File: src/rtl/mobo_copy_seq_pkg.sv
// rtl/mobo_copy_seq_pkg.sv - shared state encodings, mode codes and control pin indices
package mobo_copy_seq_pkg;

    typedef enum logic [2:0] {
        S_IDLE,
        S_RAM_WR,
        S_RAM_WR_WAIT,
        S_RAM_RD,
        S_RAM_RD_WAIT,
        S_VGA_WR,
        S_VGA_WAIT,
        S_DONE
    } state_e;

    localparam logic MODE_COPY = 1'b0;
    localparam logic MODE_FILL = 1'b1;

    localparam int RAM_READ_PIN  = 0;
    localparam int RAM_WRITE_PIN = 1;
    localparam int RAM_ACK       = 0;
    localparam int VGA_WRITE_PIN = 0;
    localparam int VGA_ACK       = 0;

    function automatic logic [31:0] pin_mask(input int bit_idx);
        pin_mask = 32'h1 << bit_idx;
    endfunction

endpackage

File: src/rtl/mobo_copy_seq_if.sv
// rtl/mobo_copy_seq_if.sv - shared mobo bus: RAM/VGA control and status words plus addr/data
interface mobo_copy_seq_if #(
    parameter int ADDR_W = 32,
    parameter int DATA_W = 32
);
    logic [31:0]       ram_stat;
    logic [31:0]       ram_ctrl;
    logic [31:0]       vga_stat;
    logic [31:0]       vga_ctrl;
    logic [ADDR_W-1:0] addr;
    logic [DATA_W-1:0] data_in;
    logic [DATA_W-1:0] data_out;

    modport master (
        output ram_ctrl, vga_ctrl, addr, data_out,
        input  ram_stat, vga_stat, data_in
    );

    modport slave (
        input  ram_ctrl, vga_ctrl, addr, data_out,
        output ram_stat, vga_stat, data_in
    );
endinterface

File: src/rtl/mobo_copy_seq_handshake.sv
// rtl/mobo_copy_seq_handshake.sv - 4-phase request/ACK sequencing with per-phase timeout
// Phase 0 waits for ACK low then raises pin; phase 1 holds pin until ACK high (fin).
module bus_req_handshake #(
    parameter int TIMEOUT = 1024
) (
    input  logic clk,
    input  logic rst,
    input  logic go_i,
    input  logic ack_i,
    output logic pin_o,
    output logic fin_o,
    output logic tmo_o
);
    localparam int TW = $clog2(TIMEOUT + 2);

    logic          ph_q, ph_d;
    logic          pin_q, pin_d;
    logic [TW-1:0] cnt_q, cnt_d;
    logic          progress;

    always_comb begin
        progress = ph_q ? ack_i : ~ack_i;
        fin_o    = go_i & ph_q & ack_i;
        tmo_o    = 1'b0;
        // Fires on the cycle whose edge would bring the counter to TIMEOUT.
        if (TIMEOUT != 0) begin
            tmo_o = go_i & ~progress & (cnt_q == TW'(TIMEOUT - 1));
        end
        ph_d  = ph_q;
        pin_d = pin_q;
        cnt_d = cnt_q;
        if (!go_i || tmo_o) begin
            ph_d  = 1'b0;
            pin_d = 1'b0;
            cnt_d = '0;
        end else if (progress) begin
            ph_d  = ~ph_q;
            pin_d = ~ph_q;
            cnt_d = '0;
        end else if (TIMEOUT != 0) begin
            cnt_d = cnt_q + TW'(1);
        end
    end

    always_ff @(posedge clk or posedge rst) begin
        if (rst) begin
            ph_q  <= 1'b0;
            pin_q <= 1'b0;
            cnt_q <= '0;
        end else begin
            ph_q  <= ph_d;
            pin_q <= pin_d;
            cnt_q <= cnt_d;
        end
    end

    assign pin_o = pin_q;

endmodule

File: src/rtl/mobo_copy_seq.sv
// rtl/mobo_copy_seq.sv - bus-master sequencer moving COUNT words RAM -> VGA (COPY or FILL+verify)
module mobo_copy_seq #(
    parameter int ADDR_W  = 32,
    parameter int DATA_W  = 32,
    parameter int CNT_W   = 16,
    parameter int CHAR_W  = 8,
    parameter int TIMEOUT = 1024
) (
    input  logic                     clk,
    input  logic                     rst,
    input  logic                     start_i,
    input  logic                     mode_i,
    input  logic [ADDR_W-1:0]        src_base_i,
    input  logic [ADDR_W-1:0]        dst_base_i,
    input  logic [CNT_W-1:0]         count_i,
    input  logic [DATA_W-CHAR_W-1:0] attr_i,
    mobo_copy_seq_if.master          bus,
    output logic                     busy_o,
    output logic                     done_o,
    output logic                     err_o,
    output logic [CNT_W-1:0]         err_cnt_o,
    output logic [CNT_W-1:0]         idx_o
);
    import mobo_copy_seq_pkg::*;

    state_e                    state_q, state_d;
    logic                      mode_q, mode_d;
    logic [ADDR_W-1:0]         src_q, src_d, dst_q, dst_d;
    logic [CNT_W-1:0]          count_q, count_d, idx_q, idx_d, err_cnt_q, err_cnt_d;
    logic [DATA_W-CHAR_W-1:0]  attr_q, attr_d;
    logic [CHAR_W-1:0]         rd_q, rd_d;
    logic [ADDR_W-1:0]         addr_q, addr_d;
    logic [DATA_W-1:0]         dout_q, dout_d;
    logic                      busy_q, busy_d, done_q, done_d, err_q, err_d;

    logic ram_ack, vga_ack, ram_go, vga_go;
    logic ram_pin, ram_fin, ram_tmo, vga_pin, vga_fin, vga_tmo;
    logic stat_unused;

    assign ram_ack     = bus.ram_stat[RAM_ACK];
    assign vga_ack     = bus.vga_stat[VGA_ACK];
    assign stat_unused = ^{bus.ram_stat, bus.vga_stat};
    assign ram_go      = (state_q == S_RAM_WR) || (state_q == S_RAM_WR_WAIT) ||
                         (state_q == S_RAM_RD) || (state_q == S_RAM_RD_WAIT);
    assign vga_go      = (state_q == S_VGA_WR) || (state_q == S_VGA_WAIT);

    bus_req_handshake #(.TIMEOUT(TIMEOUT)) u_ram_hs (
        .clk   (clk),
        .rst   (rst),
        .go_i  (ram_go),
        .ack_i (ram_ack),
        .pin_o (ram_pin),
        .fin_o (ram_fin),
        .tmo_o (ram_tmo)
    );

    bus_req_handshake #(.TIMEOUT(TIMEOUT)) u_vga_hs (
        .clk   (clk),
        .rst   (rst),
        .go_i  (vga_go),
        .ack_i (vga_ack),
        .pin_o (vga_pin),
        .fin_o (vga_fin),
        .tmo_o (vga_tmo)
    );

    always_comb begin
        state_d   = state_q;
        mode_d    = mode_q;
        src_d     = src_q;
        dst_d     = dst_q;
        count_d   = count_q;
        attr_d    = attr_q;
        idx_d     = idx_q;
        rd_d      = rd_q;
        addr_d    = addr_q;
        dout_d    = dout_q;
        busy_d    = busy_q;
        done_d    = 1'b0;
        err_d     = err_q;
        err_cnt_d = err_cnt_q;
        case (state_q)
            S_IDLE: if (start_i) begin
                mode_d    = mode_i;
                src_d     = src_base_i;
                dst_d     = dst_base_i;
                count_d   = count_i;
                attr_d    = attr_i;
                idx_d     = '0;
                err_d     = 1'b0;
                err_cnt_d = '0;
                busy_d    = 1'b1;
                if (count_i == '0)             state_d = S_DONE;
                else if (mode_i == MODE_FILL)  state_d = S_RAM_WR;
                else                           state_d = S_RAM_RD;
            end
            S_RAM_WR: if (!ram_ack) begin
                addr_d  = src_q + ADDR_W'(idx_q);
                dout_d  = DATA_W'(idx_q);
                state_d = S_RAM_WR_WAIT;
            end
            S_RAM_WR_WAIT: if (ram_fin) state_d = S_RAM_RD;
            S_RAM_RD: if (!ram_ack) begin
                addr_d  = src_q + ADDR_W'(idx_q);
                state_d = S_RAM_RD_WAIT;
            end
            S_RAM_RD_WAIT: if (ram_fin) begin
                rd_d = bus.data_in[CHAR_W-1:0];
                if (mode_q == MODE_FILL && bus.data_in != DATA_W'(idx_q)) begin
                    err_d = 1'b1;
                    if (err_cnt_q != {CNT_W{1'b1}}) err_cnt_d = err_cnt_q + CNT_W'(1);
                end
                state_d = S_VGA_WR;
            end
            S_VGA_WR: if (!vga_ack) begin
                addr_d  = dst_q + ADDR_W'(idx_q);
                dout_d  = {attr_q, rd_q};
                state_d = S_VGA_WAIT;
            end
            S_VGA_WAIT: if (vga_fin) begin
                if (idx_q == count_q - CNT_W'(1)) begin
                    state_d = S_DONE;
                end else begin
                    idx_d   = idx_q + CNT_W'(1);
                    state_d = (mode_q == MODE_FILL) ? S_RAM_WR : S_RAM_RD;
                end
            end
            S_DONE: begin
                done_d  = 1'b1;
                busy_d  = 1'b0;
                state_d = S_IDLE;
            end
            default: state_d = S_IDLE;
        endcase
        // Only the active target's handshake can time out; idx keeps the failing word.
        if (ram_tmo || vga_tmo) begin
            err_d   = 1'b1;
            state_d = S_DONE;
        end
    end

    always_ff @(posedge clk or posedge rst) begin
        if (rst) begin
            state_q   <= S_IDLE;
            mode_q    <= MODE_COPY;
            src_q     <= '0;
            dst_q     <= '0;
            count_q   <= '0;
            attr_q    <= '0;
            idx_q     <= '0;
            rd_q      <= '0;
            addr_q    <= '0;
            dout_q    <= '0;
            busy_q    <= 1'b0;
            done_q    <= 1'b0;
            err_q     <= 1'b0;
            err_cnt_q <= '0;
        end else begin
            state_q   <= state_d;
            mode_q    <= mode_d;
            src_q     <= src_d;
            dst_q     <= dst_d;
            count_q   <= count_d;
            attr_q    <= attr_d;
            idx_q     <= idx_d;
            rd_q      <= rd_d;
            addr_q    <= addr_d;
            dout_q    <= dout_d;
            busy_q    <= busy_d;
            done_q    <= done_d;
            err_q     <= err_d;
            err_cnt_q <= err_cnt_d;
        end
    end

    // The handshake pin is only high inside the matching *_WAIT state.
    assign bus.ram_ctrl = ((ram_pin && state_q == S_RAM_WR_WAIT) ? pin_mask(RAM_WRITE_PIN) : 32'd0) |
                          ((ram_pin && state_q == S_RAM_RD_WAIT) ? pin_mask(RAM_READ_PIN)  : 32'd0);
    assign bus.vga_ctrl = vga_pin ? pin_mask(VGA_WRITE_PIN) : 32'd0;
    assign bus.addr     = addr_q;
    assign bus.data_out = dout_q;
    assign busy_o       = busy_q;
    assign done_o       = done_q;
    assign err_o        = err_q;
    assign err_cnt_o    = err_cnt_q;
    assign idx_o        = idx_q;

endmodule

File: src/flat_wrapper.sv
// flat-port wrapper written by rule: the top's interface ports become plain ports
module mobo_copy_seq_flat import mobo_copy_seq_pkg::*;
#(
    parameter int ADDR_W  = 32,
    parameter int DATA_W  = 32,
    parameter int CNT_W   = 16,
    parameter int CHAR_W  = 8,
    parameter int TIMEOUT = 1024
)
  (clk, rst, start_i, mode_i, src_base_i, dst_base_i, count_i, attr_i, busy_o, done_o, err_o, err_cnt_o, idx_o, bus_ram_ctrl, bus_vga_ctrl, bus_addr, bus_data_out, bus_ram_stat, bus_vga_stat, bus_data_in);
  mobo_copy_seq_if #(.ADDR_W(ADDR_W), .DATA_W(DATA_W)) bus_i ();
  input  logic clk;
  input  logic rst;
  input  logic start_i;
  input  logic mode_i;
  input  logic [ADDR_W-1:0] src_base_i;
  input  logic [ADDR_W-1:0] dst_base_i;
  input  logic [CNT_W-1:0] count_i;
  input  logic [DATA_W-CHAR_W-1:0] attr_i;
  output logic busy_o;
  output logic done_o;
  output logic err_o;
  output logic [CNT_W-1:0] err_cnt_o;
  output logic [CNT_W-1:0] idx_o;
  output wire logic [$bits(bus_i.ram_ctrl)-1:0] bus_ram_ctrl;
  output wire logic [$bits(bus_i.vga_ctrl)-1:0] bus_vga_ctrl;
  output wire logic [$bits(bus_i.addr)-1:0] bus_addr;
  output wire logic [$bits(bus_i.data_out)-1:0] bus_data_out;
  input wire logic [$bits(bus_i.ram_stat)-1:0] bus_ram_stat;
  input wire logic [$bits(bus_i.vga_stat)-1:0] bus_vga_stat;
  input wire logic [$bits(bus_i.data_in)-1:0] bus_data_in;
  assign bus_ram_ctrl = bus_i.ram_ctrl;
  assign bus_vga_ctrl = bus_i.vga_ctrl;
  assign bus_addr = bus_i.addr;
  assign bus_data_out = bus_i.data_out;
  assign bus_i.ram_stat = bus_ram_stat;
  assign bus_i.vga_stat = bus_vga_stat;
  assign bus_i.data_in = bus_data_in;
  mobo_copy_seq #(.ADDR_W(ADDR_W), .DATA_W(DATA_W), .CNT_W(CNT_W), .CHAR_W(CHAR_W), .TIMEOUT(TIMEOUT)) u_core (.clk(clk), .rst(rst), .start_i(start_i), .mode_i(mode_i), .src_base_i(src_base_i), .dst_base_i(dst_base_i), .count_i(count_i), .attr_i(attr_i), .bus(bus_i), .busy_o(busy_o), .done_o(done_o), .err_o(err_o), .err_cnt_o(err_cnt_o), .idx_o(idx_o));
endmodule
File: config.mk
export PLATFORM = sky130hd
export DESIGN_NAME = mobo_copy_seq_flat
export DESIGN_NICKNAME = d
export VERILOG_FILES = /design/src/rtl/mobo_copy_seq_pkg.sv /design/src/rtl/mobo_copy_seq_if.sv /design/src/rtl/mobo_copy_seq_handshake.sv /design/src/rtl/mobo_copy_seq.sv /design/src/flat_wrapper.sv
export SDC_FILE = /design/constraint.sdc
export NUM_CORES = 1
export LEC_CHECK = 0
export BUFFER_PORTS_ARGS = -buffer_cell sky130_fd_sc_hd__buf_4
export CAP_MARGIN = 15
export CORE_MARGIN = 1
export CORE_UTILIZATION = 53
export CTS_CLUSTER_DIAMETER = 200
export DETAILED_ROUTE_END_ITERATION = 10
export PLACE_DENSITY = 0.87
export SLEW_MARGIN = 25
export SYNTH_ARGS = -nofsm -noshare
export SYNTH_HDL_FRONTEND = slang
export SYNTH_SLANG_ARGS = --single-unit
File: constraint.sdc
create_clock -name clk -period 10.4 [get_ports clk]
set_input_delay 2.08 -clock clk [delete_from_list [all_inputs] [get_ports clk]]
set_output_delay 2.08 -clock clk [all_outputs]
set_load 0.1 [all_outputs]
# --- After elaboration in Yosys (flattened, before gate mapping) ---
# Cells that the tools add are included.
classes:
  addsub: 7
  n_mul: 0
  n_div: 0
  magnitude_cmp: 0
  n_eq_ne: 29
  shifts: 0
  muxes: 48
  n_bitwise: 15
  reduce_logical: 32
ops:
  columns: ["operator", "count"]
  rows:
  - ["32-bit two-way mux", 4]
  - ["32-bit case mux with 2 select lines", 2]
  - ["16-bit two-way mux", 6]
  - ["32-bit by 16-bit adder with 32-bit output", 2]
  - ["16-bit case mux with 2 select lines", 2]
  - ["11-bit two-way mux", 4]
  - ["16-bit by 1-bit adder with 16-bit output (second input constant)", 2]
  - ["32-bit by 16-bit inequality test with 1-bit output", 1]
  - ["32-bit OR", 1]
  - ["3-bit two-way mux", 10]
  - ["3-bit case mux with 8 select lines", 1]
  - ["11-bit by 1-bit adder with 11-bit output (second input constant)", 2]
  - ["11-bit by 10-bit == test with 1-bit output (second input constant)", 2]
  - ["16-bit == test", 1]
  - ["16-bit zero test", 1]
  - ["16-bit inequality test (second input constant)", 1]
  - ["2-bit inequality test (second input constant)", 8]
  - ["16-bit by 1-bit subtractor with 16-bit output (second input constant)", 1]
  - ["3-bit inequality test (second input constant)", 5]
  - ["1-bit two-way mux", 14]
  - ["2-bit nonzero test", 7]
  - ["3-bit == test (second input constant)", 4]
  - ["3-bit by 2-bit inequality test with 1-bit output (second input constant)", 3]
  - ["1-bit AND", 8]
  - ["17 further kinds", 39]
word_totals:
  reg_bits: 239
  latch_bits: 0
  ramBits: 0
  mem_bits_ro: 0
  in_bits: 204
  out_inout_bits: 163
  wordCells: 149
  n_memories: 0

# --- Longest topological paths before layout ---
logic_depth:
  depth_word: 9
  mapped_depth: 17
  depth_no_buf: 13

# --- Hierarchy ---
# Synthesis repeated with hierarchy kept, for this count alone.
hier_totals:
  cells_unflattened: 1406
  area_unflattened_um2: 12758.5
by_module_without_submodules:
  columns: ["mod", "n_inst", "cells_each", "area_each_um2", "seq_area_each_um2"]
  rows:
  - ["mobo_copy_seq", 1, 1292, 11577.4, 5380.2]
  - ["bus_req_handshake", 2, 57, 590.6, 300.3]

# --- Worst setup path before layout ---
# OpenSTA, ideal clock, no wires.
synth_timing:
  path_type: "flip-flop to flip-flop"
  start: "register u_core.state_q[1]"
  end: "register u_core.addr_q[27] (netlist: u_core.bus.addr[27])"
  setup_time_ps: 135
  t_arrival_ps: 3940
  t_required_ps: 10265
  setup_slack_ps: 6325
  stages_incl_launch_ff: 17
  path_buffers: 4
  period_less_slack_ps: 4075
  path_cell_list: "dfrtp_1 > and3b_1 > clkbuf_1 > clkbuf_1 > buf_1 > clkbuf_1 > nand2_1 > nand2_1 > ha_1 > nor2_1 > a21oi_1 > a32oi_1 > o221a_2 > nor3b_1 > nand3b_1 > xnor2_1 > o21ai_0"
synth_between:
  elab_chain_len: 4
  elab_cells_between_ends: 9
  cone_classes: "eq/ne: 5; mux: 1; reduce/logical: 3"
synth_rtl:
  columns: ["item", "line_no", "rtl"]
  rows:
  - ["from (decl)", "mobo_copy_seq.sv:26", "state_e state_q, state_d;"]
  - ["from (signal assigned)", "mobo_copy_seq.sv:159", "state_q <= state_d;"]
  - ["3-bit by 2-bit == test with 1-bit output / 3-bit by 1-bit == test with 1-bit output (equally long branches)", "mobo_copy_seq.sv:82", "case (state_q)"]
  - ["2-bit OR reduction (no line)", null, null]
  - ["2-bit inequality test (no line) / 2-bit nonzero test (equally long branches)", null, null]
  - ["3-bit AND reduction (no line)", null, null]
  - ["to (signal assigned)", "mobo_copy_seq.sv:167", "addr_q <= addr_d;"]
  - ["to (decl)", "mobo_copy_seq.sv:32", "logic [ADDR_W-1:0] addr_q, addr_d;"]
# Parallel ways exist; a longest one is shown, timed or not.
# A chain may end at the register's enable or synchronous reset.

# --- Final worst setup path ---
layout_timing:
  start: "register u_core.state_q[2]"
  end: "register u_core.addr_q[29] (netlist: u_core.bus.addr[29])"
# The elaborated chain is that of the path after synthesis.

==> run_summary.xml <==
<?xml version="1.0" encoding="UTF-8"?>
<metrics>
  <group name="status">
    <metric name="run_status" unit="">finished clean</metric>
  </group>
  <group name="finish">
    <metric name="drive_gt1_share" unit="%">19.43</metric>
    <metric name="finish.net_count" unit="">1885</metric>
    <metric name="areaGrowthSynthToFinish" unit="%">20.94</metric>
    <metric name="stdcell_count" unit="">1998</metric>
  </group>
  <group name="setup_path">
    <metric name="critical_path.max_stage_delay" unit="ns">0.75</metric>
    <metric name="timing.critical_path.cells" unit="">and3b_2, buf_4, nand2_1, nand2_1, ha_1, o21ai_0, o211ai_1, a32oi_1, o221a_2, nor3b_1, nand2_1, xnor2_1, o21ai_0</metric>
    <metric name="critical-path-top-cell-by-count" unit="">sky130_fd_sc_hd__nand2_1</metric>
    <metric name="timing.critical_path.to_type" unit="">register</metric>
    <metric name="crit_path_max_fanout" unit="">24</metric>
    <metric name="cp_data_required_time" unit="ns">10.78</metric>
    <metric name="startpoint_types" unit="">register</metric>
    <metric name="critical_path_arrival" unit="ns">5.16</metric>
    <metric name="cp_slowest_cell" unit="">sky130_fd_sc_hd__dfrtp_1</metric>
    <metric name="ff2ff_setup_slack" unit="ns">5.62</metric>
    <metric name="critPathKind" unit="">register to register</metric>
  </group>
  <group name="sta">
    <metric name="fin_skew" unit="ns">0.01104</metric>
    <metric name="post_route_fraction_of_the_period_consumed_by_the_critical_path" unit="%">45.96</metric>
    <metric name="rsz0062_at_grt" unit="">no</metric>
    <metric name="finalWorstSetupSlack" unit="ns">5.620</metric>
    <metric name="fin_tns_setup" unit="ns">0</metric>
    <metric name="maxClockFrequency" unit="GHz">0.2092</metric>
    <metric name="worst-slew-pin-transition" unit="ns">0.8874</metric>
    <metric name="slew_headroom" unit="%">40.84</metric>
    <metric name="final.min_clock_period" unit="ns">4.780</metric>
    <metric name="whs" unit="ns">0.4735</metric>
    <metric name="timing.final.hold_violations" unit="">0</metric>
    <metric name="setup_viol_count_final" unit="">0</metric>
    <metric name="timing_max_transition_violations_final" unit="">0</metric>
  </group>
  <group name="clock_network">
    <metric name="htreeDepth" unit="">1</metric>
    <metric name="cts-resized-gates" unit="">0</metric>
    <metric name="tritoncts" unit="">done</metric>
    <metric name="cts_setup_buffers" unit="">0</metric>
    <metric name="cts-hold-fix-buffers" unit="">0</metric>
    <metric name="tritoncts.num_buffers" unit="">26</metric>
    <metric name="worstSkewPairLatency" unit="ns">0.53</metric>
    <metric name="cts_num_sinks" unit="">239</metric>
    <metric name="root_buffer_selected_by_cts" unit="">sky130_fd_sc_hd__clkbuf_16</metric>
    <metric name="cts_max_path_buffers" unit="">3</metric>
    <metric name="clkSlewWorstSetupHoldPaths" unit="ns">0.06</metric>
  </group>
  <group name="drt">
    <metric name="route.detailed.drc" unit="">0</metric>
    <metric name="routedWlPerCell" unit="microns">17.10</metric>
    <metric name="ant_nets" unit="">0</metric>
    <metric name="drt_first_pass_iters" unit="">6</metric>
    <metric name="initialDrtViolationCount" unit="">932</metric>
    <metric name="vias_per_cell" unit="">5.560</metric>
    <metric name="num_vias" unit="">11110</metric>
    <metric name="drt_wl_total" unit="microns">34170</metric>
  </group>
  <group name="floorplan">
    <metric name="die_y" unit="microns">157.2</metric>
    <metric name="num_rows" unit="">56</metric>
    <metric name="dieArea" unit="sq um">24710</metric>
    <metric name="floorplan.initialDensity" unit="%">54.23</metric>
    <metric name="floorplan.io_pins" unit="">367</metric>
    <metric name="design.core.area" unit="sq um">23540</metric>
    <metric name="fp.dieW" unit="microns">157.2</metric>
  </group>
  <group name="global_routing">
    <metric name="grt_max_degree" unit="">127</metric>
    <metric name="grt.overflow.total" unit="">0</metric>
    <metric name="grt_pass1_vias" unit="">10610</metric>
    <metric name="grt_antenna_before_repair" unit="">1</metric>
    <metric name="grt_pass1_wl" unit="microns">53850</metric>
    <metric name="groute.usage.overall" unit="%">27.50</metric>
  </group>
  <group name="job">
    <metric name="reported_max_cap_violation_count" unit="">0</metric>
  </group>
  <group name="placement">
    <metric name="dp.cells" unit="">1950</metric>
    <metric name="port_buffers" unit="">243</metric>
    <metric name="placement.setup.worst_slack" unit="ns">5.769</metric>
    <metric name="place_hpwl" unit="microns">23630</metric>
    <metric name="place.gp.congestion" unit="">0.8873</metric>
  </group>
  <group name="synth">
    <metric name="synth.avg_cell_area" unit="sq um">8.732</metric>
    <metric name="synthFlopType" unit="">sky130_fd_sc_hd__dfrtp_1</metric>
    <metric name="ys_seq_elements" unit="">239</metric>
    <metric name="netlist-cell-type-count" unit="">62</metric>
    <metric name="ys_warn_count" unit="">0</metric>
    <metric name="syn-cell-area" unit="sq um">12770</metric>
    <metric name="syn_inst" unit="">1462</metric>
    <metric name="synth-seq-area-share" unit="%">46.85</metric>
    <metric name="share_of_flip_flops_with_an_asynchronous_set_or_reset_after_synthesis" unit="%">100.0</metric>
    <metric name="synth_enable_flop_cells" unit="">0</metric>
  </group>
  <group name="pwr">
    <metric name="power-per-cell-area" unit="nW/um^2">296.7</metric>
    <metric name="worst_ir_drop_vdd" unit="V">0.0002079</metric>
    <metric name="total_power" unit="W">0.004580</metric>
    <metric name="leakage_power_of_the_design" unit="nW">7.660</metric>
  </group>
  <group name="hold_path">
    <metric name="hp-class" unit="">register to register</metric>
  </group>
</metrics>
worst max-delay path, delay by kind of cell (launching register included):
| family | cells | cell delay, ns |
|---|---|---|
| AO/OA/AOI/OAI | 5 | 1.12 |
| buffers and inverters | 1 | 0.49 |
| flip-flops | 1 | 0.75 |
| adder cells (fa/ha/maj) | 1 | 0.24 |
| XOR/XNOR | 1 | 0.19 |
| AND/OR/NAND/NOR | 5 | 1.80 |
power breakdown:
part	internal (W)	leakage [nW]	total, W	switching [W]
clock	0.000595	0.454	0.000964	0.000369
sequential	0.00124	3.13	0.00153	0.000292
combinational	0.000569	4.08	0.00208	0.00151
layer usage:
layer	vias up	wire length (microns)	track usage, %
li1	5206	-	-
met3	58	3086	5.507
met5	-	0	0
met1	5298	13930	36.25
met4	0	711	6.657
met2	546	16450	46.46
layout by cell type (no fill, tap or decap), drive strengths merged, types with 7 or more instances in the layout:
master	count
mux2	15
nor3	23
nand4	16
a22o	16
and2	7
inv	20
conb	61
a21oi	31
o311ai	10
nand3	35
nor2	67
xor2	45
dfrtp	239
nand2	464
nor4	18
or4	13
o21ai	73
nand2b	8
mux2i	31
ha	21
buf	255
nor2b	7
and3	18
clkbuf	38
or3	8
xnor2	46
o211ai	11
cell type report:
type	count	area, sq um
fill	1855	8104
multi-input combinational	1117	6152
sequential	239	5981
timing repair buffer	255	1914
clock buffer	38	787.0
tap	319	399.1
clock inverter	9	120.1
inverter	20	82.58
antenna	1	2.502
flip-flops by register name, indices dropped and copies added, names as in the netlist:
| register | count |
|---|---|
| u_core.u_vga_hs.cnt_q | 11 |
| u_core.dst_q | 32 |
| u_core.u_ram_hs.cnt_q | 11 |
| u_core.u_ram_hs.pin_o | 1 |
| u_core.mode_q | 1 |
| u_core.attr_q | 24 |
| u_core.idx_o | 16 |
| u_core.bus.addr | 32 |
| u_core.rd_q | 8 |
| u_core.done_o | 1 |
| u_core.state_q | 3 |
| u_core.u_vga_hs.pin_o | 1 |
| u_core.bus.data_out | 32 |
| u_core.count_q | 16 |
| u_core.err_o | 1 |
| u_core.src_q | 32 |
| u_core.busy_o | 1 |
| u_core.err_cnt_o | 16 |
cell families (layout without fill, tap and decap cells):
family	count (synthesis)	in the layout	synth area share [%]
AO/OA/AOI/OAI	192	192	9.791
other	1	62	0.02937
XOR/XNOR	91	91	6.243
adder cells (fa/ha/maj)	22	22	2.215
multiplexers	46	46	3.754
flip-flops	239	239	46.85
buffers and inverters	166	322	6.910
AND/OR/NAND/NOR	705	705	24.21
metrics by stage:
stage / util (%) / instance area [sq um]
floorplan: - / 12990
global placement: 61.71 / 14530
detailed placement: 61.71 / 14530
CTS: 65.56 / 15430
global route: 65.58 / 15440
finish: 65.58 / 15440
synthesized netlist by cell type (5+ instances only):
master | n | area, sq um
sky130_fd_sc_hd__xor2_1 | 45 | 394.1
sky130_fd_sc_hd__ha_1 | 21 | 262.8
sky130_fd_sc_hd__and3_1 | 18 | 112.6
sky130_fd_sc_hd__nand3_1 | 35 | 175.2
sky130_fd_sc_hd__buf_4 | 64 | 480.5
sky130_fd_sc_hd__nand4_1 | 16 | 100.1
sky130_fd_sc_hd__o21ai_0 | 68 | 340.3
sky130_fd_sc_hd__o211ai_1 | 11 | 82.58
sky130_fd_sc_hd__xnor2_1 | 46 | 402.9
sky130_fd_sc_hd__nor2b_1 | 7 | 43.79
sky130_fd_sc_hd__a31oi_1 | 6 | 37.54
sky130_fd_sc_hd__a22o_1 | 16 | 140.1
sky130_fd_sc_hd__nand2b_1 | 8 | 50.05
sky130_fd_sc_hd__nand3b_1 | 5 | 37.54
sky130_fd_sc_hd__o311ai_0 | 10 | 87.58
sky130_fd_sc_hd__mux2i_1 | 31 | 310.3
sky130_fd_sc_hd__clkbuf_1 | 73 | 274.0
sky130_fd_sc_hd__nor4_1 | 17 | 106.4
sky130_fd_sc_hd__or4_1 | 13 | 97.59
sky130_fd_sc_hd__nor3b_1 | 6 | 45.04
sky130_fd_sc_hd__inv_1 | 20 | 75.07
sky130_fd_sc_hd__a211oi_1 | 5 | 37.54
sky130_fd_sc_hd__nand2_1 | 464 | 1742
sky130_fd_sc_hd__a21oi_1 | 31 | 155.2
sky130_fd_sc_hd__nor2_1 | 67 | 251.5
sky130_fd_sc_hd__mux2_2 | 14 | 157.7
sky130_fd_sc_hd__nor3_1 | 23 | 115.1
sky130_fd_sc_hd__or3_1 | 8 | 50.05
sky130_fd_sc_hd__and2_1 | 7 | 43.79
sky130_fd_sc_hd__dfrtp_1 | 239 | 5981
final timing paths:
check	start	depth (start not counted)	to
setup / recovery	u_core.state_q[2]$_DFFE_PP0P_	13	u_core.bus.addr[29]$_DFFE_PP0P_
hold / removal	u_core.attr_q[6]$_DFFE_PP0P_	2	u_core.attr_q[6]$_DFFE_PP0P_
setup reg to reg	u_core.state_q[2]$_DFFE_PP0P_	13	u_core.bus.addr[29]$_DFFE_PP0P_
hold reg to reg	u_core.attr_q[6]$_DFFE_PP0P_	2	u_core.attr_q[6]$_DFFE_PP0P_
max in group asynchronous	rst	3	u_core.src_q[3]$_DFFE_PP0P_
min in group asynchronous	rst	2	u_core.src_q[12]$_DFFE_PP0P_
(Power assumes the default switching activity.)
